===== src/rtl/cpu_types_pkg.sv =====
// Shared CPU types: ALU operation/word types plus the ALU arbiter state and request/response bundles.
package cpu_types_pkg;

   localparam int WORD_W        = 32;
   localparam int ALU_ARB_PORTS = 2;

   typedef logic [WORD_W-1:0] word_t;

   typedef enum logic [2:0] {
      ALU_ADD = 3'd0,
      ALU_SUB = 3'd1,
      ALU_AND = 3'd2,
      ALU_OR  = 3'd3,
      ALU_XOR = 3'd4,
      ALU_SLL = 3'd5,
      ALU_SRL = 3'd6,
      ALU_SRA = 3'd7
   } aluop_t;

   typedef enum logic [1:0] {
      IDLE = 2'd0,
      EXEC = 2'd1,
      RESP = 2'd2
   } arb_state_t;

   typedef struct packed {
      aluop_t op;
      word_t  a;
      word_t  b;
   } alu_req_t;

   function automatic logic [ALU_ARB_PORTS-1:0] port_onehot(input logic idx);
      return idx ? 2'b10 : 2'b01;
   endfunction

endpackage


===== src/rtl/alu_arbiter_rr_pick2.sv =====
// Combinational two-way picker: round-robin when ALU_ARB_RR_EN is defined, otherwise fixed priority to port 0.
module rr_pick2
   import cpu_types_pkg::*;
(
   input  logic [ALU_ARB_PORTS-1:0] valid,
   input  logic                     last_grant,
   output logic                     grant_valid,
   output logic                     grant_idx
);

   assign grant_valid = |valid;

`ifdef ALU_ARB_RR_EN
   // On contention the port opposite the previous winner goes next.
   always_comb begin
      grant_idx = valid[1];
      if (valid == 2'b11) begin
         grant_idx = ~last_grant;
      end
   end
`else
   logic unused_last_grant;
   assign unused_last_grant = last_grant;
   assign grant_idx         = valid[1] & ~valid[0];
`endif

endmodule


===== src/rtl/alu_arbiter.sv =====
// Shares one combinational ALU between the execute stage (port 0) and the branch/AGU (port 1).
// ALU_ARB_RR_EN selects round-robin contention handling; without it port 0 has fixed priority.
//
// state | meaning
// IDLE  | no operation outstanding, accept any valid request
// EXEC  | latched operands drive the ALU, result captured at the next edge
// RESP  | response held for the owner; handshake may accept the next request
module alu_arbiter
   import cpu_types_pkg::*;
#(
   parameter bit RESET_LAST_GRANT = 1'b1
) (
   input  logic                     CLK,
   input  logic                     RST,
   input  logic [ALU_ARB_PORTS-1:0] req_valid,
   output logic [ALU_ARB_PORTS-1:0] req_ready,
   input  aluop_t                   req_op0,
   input  aluop_t                   req_op1,
   input  word_t                    req_a0,
   input  word_t                    req_b0,
   input  word_t                    req_a1,
   input  word_t                    req_b1,
   output logic [ALU_ARB_PORTS-1:0] rsp_valid,
   input  logic [ALU_ARB_PORTS-1:0] rsp_ready,
   output word_t                    rsp_result,
   output logic                     rsp_zero,
   output logic                     rsp_neg,
   output logic                     rsp_ovf,
   output aluop_t                   alu_op,
   output word_t                    alu_pa,
   output word_t                    alu_pb,
   input  word_t                    alu_presult,
   input  logic                     alu_zero,
   input  logic                     alu_neg,
   input  logic                     alu_ovf
);

   arb_state_t state;
   logic       owner;
   logic       last_grant;
   logic       grant_valid;
   logic       grant_idx;
   logic       rsp_hs;
   logic       accept_ok;
   alu_req_t   req_sel;

   rr_pick2 u_pick (
      .valid       (req_valid),
      .last_grant  (last_grant),
      .grant_valid (grant_valid),
      .grant_idx   (grant_idx)
   );

   assign rsp_hs    = (state == RESP) && rsp_ready[owner];
   // Gated by RST so req_ready reads as 0 while reset is held, regardless of req_valid.
   assign accept_ok = !RST && grant_valid && ((state == IDLE) || rsp_hs);
   assign req_ready = accept_ok ? port_onehot(grant_idx) : '0;

   always_comb begin
      req_sel.op = req_op0;
      req_sel.a  = req_a0;
      req_sel.b  = req_b0;
      if (grant_idx) begin
         req_sel.op = req_op1;
         req_sel.a  = req_a1;
         req_sel.b  = req_b1;
      end
   end

`ifdef ALU_ARB_RR_EN
   always_ff @(posedge CLK or posedge RST) begin
      if (RST) begin
         last_grant <= RESET_LAST_GRANT;
      end else if (accept_ok) begin
         last_grant <= grant_idx;
      end
   end
`else
   assign last_grant = RESET_LAST_GRANT;
`endif

   always_ff @(posedge CLK or posedge RST) begin
      if (RST) begin
         state      <= IDLE;
         owner      <= 1'b0;
         alu_op     <= ALU_ADD;
         alu_pa     <= '0;
         alu_pb     <= '0;
         rsp_valid  <= '0;
         rsp_result <= '0;
         rsp_zero   <= 1'b0;
         rsp_neg    <= 1'b0;
         rsp_ovf    <= 1'b0;
      end else begin
         case (state)
            IDLE: begin
               if (accept_ok) begin
                  alu_op <= req_sel.op;
                  alu_pa <= req_sel.a;
                  alu_pb <= req_sel.b;
                  owner  <= grant_idx;
                  state  <= EXEC;
               end
            end
            EXEC: begin
               rsp_result <= alu_presult;
               rsp_zero   <= alu_zero;
               rsp_neg    <= alu_neg;
               rsp_ovf    <= alu_ovf;
               rsp_valid  <= port_onehot(owner);
               state      <= RESP;
            end
            RESP: begin
               if (rsp_hs) begin
                  rsp_valid <= '0;
                  // Back-to-back: the handshake cycle doubles as the next accept cycle.
                  if (accept_ok) begin
                     alu_op <= req_sel.op;
                     alu_pa <= req_sel.a;
                     alu_pb <= req_sel.b;
                     owner  <= grant_idx;
                     state  <= EXEC;
                  end else begin
                     state <= IDLE;
                  end
               end
            end
            default: begin
               state <= IDLE;
            end
         endcase
      end
   end

endmodule


===== config.mk =====
export PLATFORM = sky130hd
export DESIGN_NAME = alu_arbiter
export DESIGN_NICKNAME = d
export VERILOG_FILES = /design/src/rtl/cpu_types_pkg.sv /design/src/rtl/alu_arbiter_rr_pick2.sv /design/src/rtl/alu_arbiter.sv
export SDC_FILE = /design/constraint.sdc
export NUM_CORES = 1
export LEC_CHECK = 0
export ABC_CLOCK_PERIOD_IN_PS = 3600
export BUFFER_PORTS_ARGS = -buffer_cell sky130_fd_sc_hd__buf_2
export CORE_MARGIN = 5
export CORE_UTILIZATION = 44
export DETAILED_ROUTE_END_ITERATION = 7
export HOLD_SLACK_MARGIN = 0.15
export PLACE_DENSITY = 0.8
export REMOVE_ABC_BUFFERS = 1
export SLEW_MARGIN = 0
export SYNTH_ARGS = -nofsm -noshare
export SYNTH_HDL_FRONTEND = slang
export SYNTH_HIERARCHICAL = 1
export SYNTH_SLANG_ARGS = --single-unit

===== constraint.sdc =====
create_clock -name CLK -period 3.6 [get_ports CLK]
set_clock_uncertainty 0.2 [all_clocks]
set_input_delay 0.36 -clock CLK [delete_from_list [all_inputs] [get_ports CLK]]
set_output_delay 0.36 -clock CLK [all_outputs]
set_load 0.02 [all_outputs]

==> summary.txt <==
Timing
  – TNS Setup: 0 ns
  – Post-route minimum period: 3.037 ns
  – Fin. Hold Viols: 0
  – Count of final setup violators: 0
  – Worst slew pin tran: 0.7411 ns
  – Max Clock Freq: 329.3 MHz
  – Post-route clock period utilization: 84.35%
  – Slew Limit Headroom: 50.48%
  – Unrepaired setup endpoints after global routing: false
  – Slew Limit Fails: 0

Detailed routing
  – Final ANT Viol Nets: 0
  – DRT iter0 DRCs: 182
  – DR pass1 iterations: 4
  – Wire per inst: 16.63 um
  – WL final: 14,450 um
  – # DRC: 0
  – Vias per cell: 4.898
  – Vias: 4,256

Power
  – VDD IR max: 435.1 uV
  – P_sw: 0.001951 W
  – Sequential share of power: 41.6%
  – Gate power share: 45.0%
  – Static Leakage: 3.604 nW
  – Part of the power in the clock network: 13.3%
  – Switching share of power: 40.78%
  – Power Density: 672.2 mW/mm^2
  – P_int: 0.002833 W

Synth
  – Syn avg cell area: 12.34 sq um
  – Cells after synthesis: 396
  – Yosys warnings: 6
  – Mapped cell area: 0.004886 sq mm

Global routing
  – Largest net degree at the start of global routing: 67
  – Vias in the first global route: 4,584
  – Initial antenna violation count: 0
  – First-pass GRT wire length: 22,180 um
  – GRT overflow: 0
  – All-layer global routing usage: 21.21%

Die
  – Row count: 38
  – Die Y: 115.4 um
  – Die Wd: 115.4 um
  – Die area: 0.01331 sq mm
  – Ports: 281
  – Core Region: 0.01084 sq mm
  – Starting density of the core: 45.07%

Min path
  – Worst hold-check path type: in -> reg
  – Hold Crit Depth: 3

Clock network
  – CTS clk-pin slew, worst paths: 0.09 ns
  – CTS tree: done
  – Depth of the CTS H-tree: 3
  – Clk_lat worst skew: 0.35 ns
  – Sink Count: 107
  – Total CTS buffers: 9
  – Clock Tree Root: clkbuf_8
  – CTS max path bufs: 2

Cells and area
  – Layout area overhead: 45.69%
  – Most common cell after layout, fill and taps aside: buf_2
  – Number of diodes: 0
  – Fillers: 752
  – Fraction of final layout cells sized beyond drive strength 1: 59.95%
  – Most frequent cells in the layout: 280 x buf_2, 134 x mux2_2, 108 x nand2_1
  – Fin cells: 869
  – Nets: 900

Flow run
  – Max-cap violation count: 0

Worst setup path
  – R2R depth: 4
  – Startpoint types: input pin
  – WP data required: 3.04 ns
  – Critical path peak fanout: 22
  – WP data arrival: 2.48 ns
  – Worst Setup End Kind: output port
  – R2r setup slk: 1.03 ns
  – Worst Setup Path Type: in -> out

Place
  – Placer Congestion: 0.8154
  – HPWL after DPL: 10,100 um
  – IO buf count: 280
  – Placed insts: 799

Status
  – Status: completed
## power by group through the flow
stage	sequential [W]	clock, W	combinational (W)
floorplan	0.00261	0	0.000648
global placement	0.00199	0	0.00204
detailed placement	0.00199	0	0.00211
CTS	0.00198	0.000660	0.00215
global route	0.00205	0.000708	0.00232
finish	0.00199	0.000638	0.00215
## sequential cells by signal (all words and copies together), names as in the netlist
signal      cells
alu_op          3
alu_pa         32
alu_pb         32
owner           1
rsp_neg         1
rsp_ovf         1
rsp_result     32
rsp_valid       2
rsp_zero        1
state           2
## worst paths after layout
kind	startpoint	end
setup reg to reg	state[0]	alu_pa[20]
hold reg to reg	rsp_result[14]	rsp_result[14]
min in group asynchronous	RST	alu_pb[22]
max in group asynchronous	RST	rsp_result[20]
setup / recovery	req_valid[0]	req_ready[0]
hold / removal	req_a0[14]	alu_pa[14]
## final cells by class
class                   count  area, sq um  share of cell area, %
clock inverters             2        12.51                 0.1758
inverters                   2        10.01                 0.1406
repair buffers            341         2022                  28.41
multi-input cells         264         2072                  29.11
well taps                 140        175.2                  2.461
flip-flops and latches    107         2678                  37.62
clock buffers              13        148.9                  2.092
## metal layers
metal  GRT usage, %  part of all wire [%]
met1          23.96                    36
met2          37.54                    50
met3          6.368                    12
met4          8.294                   2.2
met5              0                     0
## critical path, stage by stage
cell and delay, ns:
dlygate4sd3_1 0.52, buf_2 0.13, or2_1 0.10, or3b_4 0.40
a21oi_4 0.59, nor2b_1 0.21, buf_2 0.18
## what timing repair did
action / in CTS / in global routing
gates resized for setup: 0 / 0
endpoints found under the setup margin: 0 / 0
hold buffers: 52 / 3
setup buffers: 0 / 0
hold endpoints to repair: 101 / 2
## metrics by stage
step                utilization (%)  power (W)  hold slack (ns)  instance area [sq um]  worst slack, ns
floorplan                         -   0.003256           0.2654                   4747          -0.9481
global placement              59.10   0.004031           0.2527                   6406            1.021
detailed placement            59.10   0.004097           0.2568                   6406           0.9423
CTS                           65.39   0.004784           0.1507                   7088           0.5035
global route                  65.66   0.005078           0.1524                   7118           0.4256
finish                        65.66   0.004784           0.1668                   7118           0.5633
(Power assumes the default switching activity.)
